File: src/rtl/im_arb_pkg.sv
// Shared types and defaults for the instruction-memory port arbiter.
package im_arb_pkg;

  typedef enum logic {
    BOOT = 1'b0,
    RUN  = 1'b1
  } mode_t;

  typedef enum logic [1:0] {
    SRC_NONE = 2'd0,
    SRC_CPU  = 2'd1,
    SRC_LD   = 2'd2,
    SRC_DBG  = 2'd3
  } req_src_t;

  // Bit positions inside the one-hot grant vector
  localparam int GNT_CPU = 0;
  localparam int GNT_LD  = 1;
  localparam int GNT_DBG = 2;

  localparam int          DEPTH_DEF     = 8192;
  localparam logic [16:0] NOP_INSTR_DEF = 17'h00000;

endpackage

File: src/rtl/im_arb_grant.sv
// Combinational priority arbiter: loader/debug in BOOT, CPU/debug with a
// starvation override in RUN. Produces a one-hot grant.
module im_arb_grant
  import im_arb_pkg::*;
(
  input  logic       i_en,
  input  logic       i_run,
  input  logic       i_cpu_req,
  input  logic       i_ld_req,
  input  logic       i_dbg_req,
  input  logic       i_cnt_max,
  output logic [2:0] o_gnt
);

  always_comb begin
    o_gnt = '0;
    if (i_en) begin
      if (!i_run) begin
        if (i_ld_req)       o_gnt[GNT_LD]  = 1'b1;
        else if (i_dbg_req) o_gnt[GNT_DBG] = 1'b1;
      end else begin
        // A debug read that has waited MAX_WAIT cycles pre-empts the CPU once
        if (i_dbg_req && i_cnt_max) o_gnt[GNT_DBG] = 1'b1;
        else if (i_cpu_req)         o_gnt[GNT_CPU] = 1'b1;
        else if (i_dbg_req)         o_gnt[GNT_DBG] = 1'b1;
      end
    end
  end

endmodule

File: src/rtl/im_port_arb.sv
// Single-port instruction memory arbiter: BOOT/RUN mode register, debug
// starvation counter, read-return tag and response steering.
module im_port_arb
  import im_arb_pkg::*;
#(
  parameter int                ADDR_W    = 16,
  parameter int                DATA_W    = 17,
  parameter int                DEPTH     = DEPTH_DEF,
  parameter logic [DATA_W-1:0] NOP_INSTR = DATA_W'(NOP_INSTR_DEF),
  parameter int                MAX_WAIT  = 8
) (
  input  logic              clk,
  input  logic              rst_n,
  input  logic              cpu_rd_req,
  input  logic [ADDR_W-1:0] cpu_addr,
  output logic              cpu_stall,
  output logic              cpu_valid,
  output logic [DATA_W-1:0] cpu_instr,
  input  logic              ld_wr_req,
  input  logic [ADDR_W-1:0] ld_addr,
  input  logic [DATA_W-1:0] ld_data,
  output logic              ld_ack,
  output logic              ld_err,
  input  logic              ld_done,
  input  logic              dbg_rd_req,
  input  logic [ADDR_W-1:0] dbg_addr,
  output logic              dbg_valid,
  output logic [DATA_W-1:0] dbg_rdata,
  output logic [ADDR_W-1:0] mem_addr,
  output logic              mem_rd_en,
  output logic              mem_wr_en,
  output logic [DATA_W-1:0] mem_wdata,
  input  logic [DATA_W-1:0] mem_rdata
);

  localparam int CNT_W = $clog2(MAX_WAIT + 1);

  function automatic logic in_range(input logic [ADDR_W-1:0] a);
    return (32'(a) < 32'(DEPTH));
  endfunction

  mode_t             r_mode;
  mode_t             w_mode_nxt;
  logic [CNT_W-1:0]  r_cnt;
  logic [2:0]        w_gnt;
  logic              w_gnt_cpu;
  logic              w_gnt_ld;
  logic              w_gnt_dbg;
  logic              w_cpu_in;
  logic              w_ld_in;
  logic              w_dbg_in;
  logic              w_cnt_max;
  req_src_t          r_tag_src_p1;
  logic              r_tag_oor_p1;
  logic [DATA_W-1:0] w_rsp_data_p1;

  assign w_cpu_in  = in_range(cpu_addr);
  assign w_ld_in   = in_range(ld_addr);
  assign w_dbg_in  = in_range(dbg_addr);
  assign w_cnt_max = (r_cnt == CNT_W'(MAX_WAIT));

  always_ff @(posedge clk) begin
    if (!rst_n) r_mode <= BOOT;
    else        r_mode <= w_mode_nxt;
  end

  always_comb begin
    w_mode_nxt = r_mode;
    if (ld_done) w_mode_nxt = RUN;
  end

  // Reset masks every grant so the memory sees no strobes while rst_n is low
  im_arb_grant u_grant (
    .i_en      (rst_n),
    .i_run     (r_mode == RUN),
    .i_cpu_req (cpu_rd_req),
    .i_ld_req  (ld_wr_req),
    .i_dbg_req (dbg_rd_req),
    .i_cnt_max (w_cnt_max),
    .o_gnt     (w_gnt)
  );

  assign w_gnt_cpu = w_gnt[GNT_CPU];
  assign w_gnt_ld  = w_gnt[GNT_LD];
  assign w_gnt_dbg = w_gnt[GNT_DBG];

  assign cpu_stall = cpu_rd_req & ~w_gnt_cpu;
  assign ld_ack    = w_gnt_ld;
  assign ld_err    = rst_n & (r_mode == RUN) & ld_wr_req;

  always_comb begin
    mem_addr  = '0;
    mem_rd_en = 1'b0;
    mem_wr_en = 1'b0;
    mem_wdata = '0;
    if (w_gnt_cpu) begin
      mem_addr  = cpu_addr;
      mem_rd_en = w_cpu_in;
    end else if (w_gnt_dbg) begin
      mem_addr  = dbg_addr;
      mem_rd_en = w_dbg_in;
    end else if (w_gnt_ld) begin
      mem_addr  = ld_addr;
      mem_wr_en = w_ld_in;
      mem_wdata = ld_data;
    end
  end

  always_ff @(posedge clk) begin
    if (!rst_n)
      r_cnt <= '0;
    else if (w_gnt_dbg)
      r_cnt <= '0;
    else if ((r_mode == RUN) && dbg_rd_req && !w_cnt_max)
      r_cnt <= r_cnt + 1'b1;
  end

  // ---- p0 -> p1: grant cycle to read-return cycle ----
  always_ff @(posedge clk) begin
    if (!rst_n) begin
      r_tag_src_p1 <= SRC_NONE;
      r_tag_oor_p1 <= 1'b0;
    end else if (w_gnt_cpu) begin
      r_tag_src_p1 <= SRC_CPU;
      r_tag_oor_p1 <= ~w_cpu_in;
    end else if (w_gnt_dbg) begin
      r_tag_src_p1 <= SRC_DBG;
      r_tag_oor_p1 <= ~w_dbg_in;
    end else begin
      r_tag_src_p1 <= SRC_NONE;
      r_tag_oor_p1 <= 1'b0;
    end
  end

  assign w_rsp_data_p1 = r_tag_oor_p1 ? NOP_INSTR : mem_rdata;

  // Gating with rst_n drops a read that was in flight when reset arrived
  assign cpu_valid = rst_n & (r_tag_src_p1 == SRC_CPU);
  assign dbg_valid = rst_n & (r_tag_src_p1 == SRC_DBG);
  assign cpu_instr = cpu_valid ? w_rsp_data_p1 : '0;
  assign dbg_rdata = dbg_valid ? w_rsp_data_p1 : '0;

endmodule

File: config.mk
export PLATFORM = sky130hd
export DESIGN_NAME = im_port_arb
export DESIGN_NICKNAME = d
export VERILOG_FILES = /design/src/rtl/im_arb_pkg.sv /design/src/rtl/im_arb_grant.sv /design/src/rtl/im_port_arb.sv
export SDC_FILE = /design/constraint.sdc
export NUM_CORES = 1
export LEC_CHECK = 0
export CORE_MARGIN = 2
export CORE_UTILIZATION = 24
export CTS_CLUSTER_DIAMETER = 100
export DETAILED_ROUTE_END_ITERATION = 8
export PLACE_DENSITY = 0.81
export SLEW_MARGIN = 15
export SYNTH_ARGS = -nofsm -noshare
export SYNTH_HDL_FRONTEND = slang
export SYNTH_HIERARCHICAL = 1
export SYNTH_SLANG_ARGS = --single-unit
File: constraint.sdc
create_clock -name clk -period 2.7 [get_ports clk]
set_input_delay 0.27 -clock clk [delete_from_list [all_inputs] [get_ports clk]]
set_output_delay 0.27 -clock clk [all_outputs]
set_load 0.05 [all_outputs]
==> flow_summary.ini, run 1 <==
[yosys]
synthArstFlopShare_pct = 0
yosysTopAreaCell = dfxtp_1
yosys-top-cells-area = dfxtp_1 14%, nor2_1 12%, nand2b_1 11%, a22oi_1 9.8%, and2_1 9.8%
synth_seq_cells = 8
synth_area_per_cell_um2 = 6.19
synth_edf_count = 0
synth-main-ff-cell = dfxtp_1
ys_types = 35
syn_nets = 275
ys_top_cells_by_count = 36 x nor2_1, 20 x nand2b_1, 19 x nand2_1
yosysWarnings = 6
syn_inst = 185
synth-seq-area-share_pct = 14.0
syn_area_um2 = 1140
synth.most_common_cell = nor2_1
synth_top_area_share_pct = 14.0

[timing]
fin_worst_skew_ps = 3.31
fin_tns_setup_ps = 0
timing.fmax_mhz = 389
hold_viol_final = 0
fin_crit_sh_pct = 95.3
worst_pin_slew_ps = 528
drv_slew = 0
whs_ps = 522
fin_crit_ps = 2570
rsz0062_at_grt = false
slew-limit-headroom_pct = 64.7
setup_viol = 0

[global_route]
grt_use_total_pct = 20.2
busiest_layer = met2
grt_pass1_wl_um = 8560
gr-usage-met3_pct = 5.39
grt_pass1_vias = 1841
use_met2_pct = 37.8
use_met1_pct = 21.7
gr-total-overflow = 0
antenna_found_initial = 0
grt_max_degree = 38

[cells_and_area]
multi_input_comb_area_um2 = 980
layout-drive-gt1-share_pct = 32.4
finalNetCount = 438
fin_area_um2 = 3680
fill_cells = 288
syn2layout_area_growth_pct = 222
diodes = 0
seqCellArea_um2 = 161
final_util_pct = 79.1

[clock_tree]
hold_buffers = 0
numCtsBuffers = 3
cts.sinks = 8
cts_tree = built
clock-root-buffer = clkbuf_8
clk_pin_slew_ps = 40
clk-insertion-delay-late_ps = 230
cts_max_level = 1
cts.path.max_buffers = 2

[routing]
num_vias = 1932
drt_iter0_drc = 39
viasPerCell = 4.83
routedWlPerCell_um = 14.6
drtPass1Iterations = 4
drt_wl_total_um = 5860
postRouteAntennaNets = 0
remaining_drc_errors = 0

[worst_setup_path]
r2r-start = r_cnt[0]
cp.required_ps = 2430
startpoint = r_cnt[0]
crit_path_end_kind = output port
criticalPathCategory = flip-flop to output port
start_kind = flip-flop
cp.arrival_ps = 2300
crit_fanout = 15

[power]
total_power_uw = 802
irDropWorstVdd_uv = 171
p_leak_uw = 0.00147
power_density_nw_per_um2 = 218

[placement]
gp_congestion = 0.769
postPlaceCellArea_um2 = 3580
hpwl_um = 4970
port_buffers = 161

[floorplanning]
dieWidth_um = 73.1
pin_count = 162
start_util_pct = 24.6
dieArea_um2 = 5340
die_h_um = 73.1
row_count = 25
core_um2 = 4660

[status]
status = complete, no violations

[hold_path]
hp-class = flip-flop to flip-flop
min-delay-start = r_cnt[3]

[run]
drv_cap = 0
-- cell usage in the layout (no fill, tap or decap), types with 2 or more instances in the layout --
master,n
clkdlybuf4s50_1,89
buf_12,71
nor2_1,35
nand2b_1,20
nand2_1,19
and2_1,18
a22oi_1,15
o21ai_2,15
buf_4,9
dfxtp_1,7
nor2b_1,4
inv_1,3
nand3_1,3
a21oi_1,3
clkbuf_8,3
inv_2,2
o21ai_1,2
nor3_1,2
o21a_1,2
ha_1,2
-- through the flow --
step / setup slack (ps) / std cells
2_1_floorplan: -28.3 / 185
3_3_place_gp: 373 / 394
3_5_place_dp: 267 / 394
4_1_cts: 1.69 / 397
5_1_grt: 3.29 / 400
6_report: 128 / 400
-- kinds of logic after synthesis --
kind of cell    Yosys count  synth area share (%)
fa+ha+maj                 2                  2.19
compound gates           45                  25.5
flops                     8                  14.0
simple gates            111                  50.1
buf+inv                  18                  7.43
mux                       1                 0.874
-- final timing paths --
check,to,slack [ps],cells after the start
max,mem_addr[1],130,9
min,r_cnt[3],520,2
max reg2reg,r_tag_oor_p1,820,8
min reg2reg,r_cnt[3],520,2
-- registers in the layout, indices dropped and copies added (netlist names) --
signal,cells
r_cnt,4
r_mode,1
r_tag_oor_p1,1
r_tag_src_p1,2
-- critical path, stage by stage, from the launching register on --
cell	delay, ps
dfxtp_2	350
inv_1	60
ha_1	210
and3b_2	270
o2111a_2	320
nor2b_1	140
buf_4	220
a22oi_1	130
o21ai_2	210
buf_12	160
-- layer usage --
layer	part of all wire (%)	vias to the layer above
li1	-	947
met1	33	863
met2	54	113
met3	11	9
met4	2.1	0
met5	0	-
-- repair_timing --
action,4_1_cts,5_1_grt
endpoints found under the setup margin,0,34
setup buffers,0,2
resized for setup,0,9
-- power breakdown --
part | switching, uW | internal [uW]
clock network | 46.4 | 96.5
logic | 246 | 284
registers | 5.66 | 123
-- area by class of cell --
type                    instances  area share, %
repair buffers                171           65.6
multi-input cells             159           26.6
flip-flops and latches          8           4.38
well taps                      54           1.83
clock buffers                   3           1.12
inverters                       5          0.509
Note: power is estimated with default switching activity, not from simulation.
==> run 2, diff against run 1 <==
GPL_ROUTABILITY_DRIVEN = 1   (was default)
clock period = 2.6 ns   (was 2.7 ns; I/O delays follow)
==> run 2 against run 1 <==
  * First-iteration DRC count decreased by 10%
  * Register-to-register slack worse by 140 ps
  * Die area is the same
  * Design area increased by 0.98%
  * Critical path depth unchanged
  * Critical path type unchanged
  * Critical endpoint unchanged
  * Largest cell class unchanged
==> flow_summary.ini, run 2 (synthesized netlist as in run 1, its figures left out) <==
[global_route]
antenna_found_initial = 0
grt_max_degree = 20
grt_use_total_pct = 21.9
gr-total-overflow = 0
grt_pass1_wl_um = 9240
grt_pass1_vias = 1926

[routing]
drt-met1-wl_um = 1960
wl_met3_um = 567
drtPass1Iterations = 4
route.met2.wl_um = 3250
remaining_drc_errors = 0
drt_wl_total_um = 5980
postRouteAntennaNets = 0
viasPerCell = 4.87
drt_iter0_drc = 35
top_layer = met4
num_vias = 1956
routedWlPerCell_um = 14.9

[power]
p_leak_uw = 0.00150
power_density_nw_per_um2 = 225
total_power_uw = 838
irDropWorstVdd_uv = 142

[floorplanning]
dieArea_um2 = 5340
core_um2 = 4660
die_h_um = 73.1
start_util_pct = 24.6
dieWidth_um = 73.1
pin_count = 162
row_count = 25

[placement]
port_buffers = 161
placed_cells = 394
hpwl_um = 5070
gp_congestion = 0.813

[clock_tree]
cts.sinks = 8
cts.path.max_buffers = 2
clk-insertion-delay-late_ps = 220
cts_max_level = 1
numCtsBuffers = 3
clk_pin_slew_ps = 40
clock-root-buffer = clkbuf_8
cts_tree = built

[timing]
hold_viol_final = 0
fin_crit_ps = 2470
setup_viol = 0
rsz0062_at_grt = false
drv_slew = 0
worst_pin_slew_ps = 520
timing.fmax_mhz = 405
fin_worst_skew_ps = 1.60
slew-limit-headroom_pct = 65.2
fin_crit_sh_pct = 95.1

[status]
status = complete, no violations

[cells_and_area]
final_cell_mix = 88 x clkdlybuf4s50_1, 71 x buf_12, 35 x nor2_1
syn2layout_area_growth_pct = 225
finalNetCount = 440
largest_reg_flops = 4
largestRegisters = r_cnt x4, r_tag_src_p1 x2
fill_cells = 279
layout-drive-gt1-share_pct = 33.3
diodes = 0
regMostFlops = r_cnt
final_common_cell = clkdlybuf4s50_1
final_cells = 402

[worst_setup_path]
crit_chain = inv_1 > ha_2 > and3b_2 > o2111a_2 > buf_8 > buf_4 > a22oi_1 > o21ai_2 > buf_12
crit_path_end_kind = output port
r2r_slack_ps = 680
cp.arrival_ps = 2210
criticalPathCategory = flip-flop to output port
crit_path_top_delay_cell = dfxtp_2
max_stage_delay_ps = 360
cp.required_ps = 2340
start_kind = flip-flop
crit_fanout = 15

[hold_path]
hp-class = flip-flop to flip-flop

[run]
drv_cap = 0
-- run 2: worst paths after layout --
path / startpoint / to / cells after the start
max: r_cnt[0] / mem_addr[1] / 9
min: r_cnt[0] / r_cnt[0] / 2
min reg2reg: r_cnt[0] / r_cnt[0] / 2
max reg2reg: r_cnt[0] / r_tag_oor_p1 / 8
-- run 2: layout make-up --
cell class	instances	area [um2]	area share, %
tap	54	67.6	1.82
multi-input combinational	159	982	26.4
timing repair buffer	173	2450	65.8
clock buffer	3	41.3	1.11
sequential	8	163	4.37
inverter	5	18.8	0.504
-- run 2: metrics by stage --
stage	hold slack, ps	util (%)	setup WS (ps)	instance area [um2]	setup TNS [ps]
floorplan	370	-	-118	1190	-118
global placement	484	76.8	278	3580	0
detailed placement	521	76.8	196	3580	0
CTS	530	78.8	7.06	3670	0
global route	541	79.8	17.7	3720	0
finish	533	79.8	128	3720	0
-- run 2: repair_timing --
item / CTS / global route
setup endpoints to repair: 10 / 35
resized for setup: 4 / 10
gates cloned: 1 / 0
setup buffers: 1 / 3
hold buffers: 0 / 0
pin swaps: 1 / 3
hold endpoints to repair: 0 / 0
-- run 2: worst max-delay path, delay by kind of cell, from the launching register on --
| kind | cells | cell delay (ps) |
|---|---|---|
| compound gates | 3 | 650 |
| flops | 1 | 360 |
| simple gates | 1 | 270 |
| buf+inv | 4 | 510 |
| fa+ha+maj | 1 | 190 |
-- run 2: where the power goes --
group / switching (uW) / internal [uW] / leakage, uW
Combinational: 257 / 300 / 0.00141
Clock: 47.0 / 100 / 0.0000216
Sequential: 5.81 / 128 / 0.0000662
-- run 2: layer usage --
| layer | vias up | GRT usage (%) |
|---|---|---|
| met3 | 16 | 4.42 |
| met2 | 131 | 41.6 |
| met1 | 854 | 22.8 |
| met4 | 0 | 9.26 |
| li1 | 955 | - |
| met5 | - | 0 |
==> run 3, diff against run 2 <==
ABC_AREA = 1   (was default)
CORE_UTILIZATION = 25   (was 24)
PLACE_DENSITY = 0.82   (was 0.81)
SKIP_LAST_GASP = 1   (was default)
==> run 3 against run 2 <==
  * Critical path depth is 5 higher
  * Sequential power increased by 4%
  * Hold slack worse by 14 ps
  * Critical path type unchanged
  * Critical endpoint is now mem_addr[15]
==> flow_summary.ini, run 3 <==
[status]
status = complete, no violations

[floorplanning]
dieWidth_um = 72.9
die_h_um = 72.9
pin_count = 162
row_count = 25
core_um2 = 4660
dieArea_um2 = 5320
start_util_pct = 25.5

[yosys]
synthAdderAreaFrac_pct = 2.11
syn_nets = 334
synth_compound_area_share_pct = 1.69
synth.most_common_cell = nand2_1
yosys-top-cells-area = nand2_1 21%, inv_1 16%, nor3_1 15%, dfxtp_1 13%, nor2_1 12%
ys_top_cells_by_count = 66 x nand2_1, 50 x inv_1, 38 x nor2_1
syn_area_um2 = 1190
synth_edf_count = 0
synth_xor_area_share_pct = 0
synth_top_family_by_area = simple AND/OR/NAND/NOR gates
synth_area_per_cell_um2 = 4.87
synth_simple_gate_area_share_pct = 61.9
synth-main-ff-cell = dfxtp_1
synth_seq_cells = 8
synth.area.mux_share_pct = 0
synth_top_area_share_pct = 20.9
yosysTopAreaCell = nand2_1
yosysWarnings = 6
synthArstFlopShare_pct = 0
synth-seq-area-share_pct = 13.5
ys_types = 19
syn_inst = 244

[placement]
port_buffers = 161
gp_congestion = 0.833
hpwl_um = 4290
pre_cts_ws_ps = 208

[worst_setup_path]
start_kind = flip-flop
crit_chain = inv_1 > ha_1 > nand3_1 > inv_1 > nand2_1 > nand2_1 > nor2_1 > nor2_2 > inv_1 > nor2_4 > buf_12 > nand2_1 > nand3_1 > buf_4
criticalPathCategory = flip-flop to output port
crit_family = simple AND/OR/NAND/NOR gates
cp.arrival_ps = 2130
crit_path_end_kind = output port
crit_fanout = 17
cp.required_ps = 2340
max_stage_delay_ps = 320
crit_path_top_delay_cell = dfxtp_2
critPathBufInv = 5

[cells_and_area]
final_common_cell = clkdlybuf4s50_1
fill_cells = 446
seqCellArea_um2 = 161
finalNetCount = 493
layout-drive-gt1-share_pct = 22.7
multi_input_comb_area_um2 = 800
diodes = 0
syn2layout_area_growth_pct = 140
final_cell_mix = 89 x clkdlybuf4s50_1, 66 x nand2_1, 65 x buf_4
regMostFlops = r_cnt
largestRegisters = r_cnt x4, r_tag_src_p1 x2
largest_reg_flops = 4

[timing]
worst_pin_slew_ps = 1050
setup_ws_ps = 214
setup_viol = 0
fin_worst_skew_ps = 0.650
drv_slew = 0
fin_crit_sh_pct = 91.8
hold_viol_final = 0
fin_crit_ps = 2390
fin_tns_setup_ps = 0
rsz0062_at_grt = false
slew-limit-headroom_pct = 30.1
timing.fmax_mhz = 419

[clock_tree]
clk_pin_slew_ps = 40
cts.sinks = 8
hold_buffers = 0
clock-root-buffer = clkbuf_8
clk-insertion-delay-late_ps = 230
cts_max_level = 1
cts_tree = built
numCtsBuffers = 3
cts.path.max_buffers = 2

[power]
p_leak_uw = 0.00147
irDropWorstVdd_uv = 136
total_power_uw = 751
power_density_nw_per_um2 = 264

[routing]
drt_iter0_drc = 61
viasPerCell = 4.42
routedWlPerCell_um = 11.3
postRouteAntennaNets = 0
remaining_drc_errors = 0
drtPass1Iterations = 4
num_vias = 2012
drt_wl_total_um = 5120

[global_route]
grt_pass1_vias = 1779
grt_use_total_pct = 17.8
gr-total-overflow = 0
antenna_found_initial = 0
grt_pass1_wl_um = 7710
grt_max_degree = 35

[run]
drv_cap = 0

[hold_path]
hp-class = flip-flop to flip-flop
## run 3: cell count changes after synthesis, sizes merged, moves of 17 or more
cell	previous run	this run
nand2	19	69
inv	5	51
nor3	2	35
nand2b	21	0
nand3	3	22
and2	18	0
o21ai	18	1
## run 3: kinds of logic (layout without fill, tap and decap cells)
group,after synthesis,in the layout
AND/OR/NAND/NOR,168,168
buffers and inverters,62,219
flip-flops,8,8
AO/OA/AOI/OAI,4,4
adder cells (fa/ha/maj),2,2
## run 3: metal layers
layer	share of wire, %	vias up	GRT usage, %
li1	-	1051	-
met1	38	849	19.0
met2	52	107	35.2
met3	9.1	5	3.59
met4	0.80	0	4.12
met5	0	-	0
## run 3: metrics by stage
| stage | hold slack, ps | util, % | instances | instance area [um2] |
|---|---|---|---|---|
| 2_1_floorplan | 376 | - | 244 | 1190 |
| 3_3_place_gp | 477 | 59.2 | 451 | 2760 |
| 3_5_place_dp | 484 | 59.2 | 451 | 2760 |
| 4_1_cts | 514 | 60.1 | 454 | 2800 |
| 5_1_grt | 531 | 61.0 | 455 | 2850 |
| 6_report | 520 | 61.0 | 455 | 2850 |
## run 3: final timing paths
check                 from      endpoint  slack (ps)  cells after the start
setup / recovery  r_cnt[0]  mem_addr[15]         210                     14
hold / removal    r_cnt[2]      r_cnt[2]         520                      2
setup reg to reg  r_cnt[0]  r_tag_oor_p1         780                     13
hold reg to reg   r_cnt[2]      r_cnt[2]         520                      2
## run 3: worst min-delay path: stages (launching register included)
cell and delay (ps):
dfxtp_1 320, inv_1 80, a21oi_1 70
## run 3: what timing repair did
action	4_1_cts	5_1_grt
endpoints found under the hold margin	0	0
setup endpoints to repair	0	34
buffers inserted	0	1
gates resized for setup	0	8
## run 3: area by class of cell
class / count / area share [%]
Multi-Input combinational cell: 174 / 28.1
Clock buffer: 3 / 1.45
Tap cell: 54 / 2.37
Sequential cell: 8 / 5.67
Inverter: 51 / 6.82
Timing Repair Buffer: 165 / 55.6
## run 3: where the power goes
part / internal, uW / switching (uW) / leakage [uW]
combinational: 206 / 255 / 0.00139
clock: 100 / 49.6 / 0.0000216
sequential: 129 / 11.3 / 0.0000658
total: 435 / 316 / 0.00147
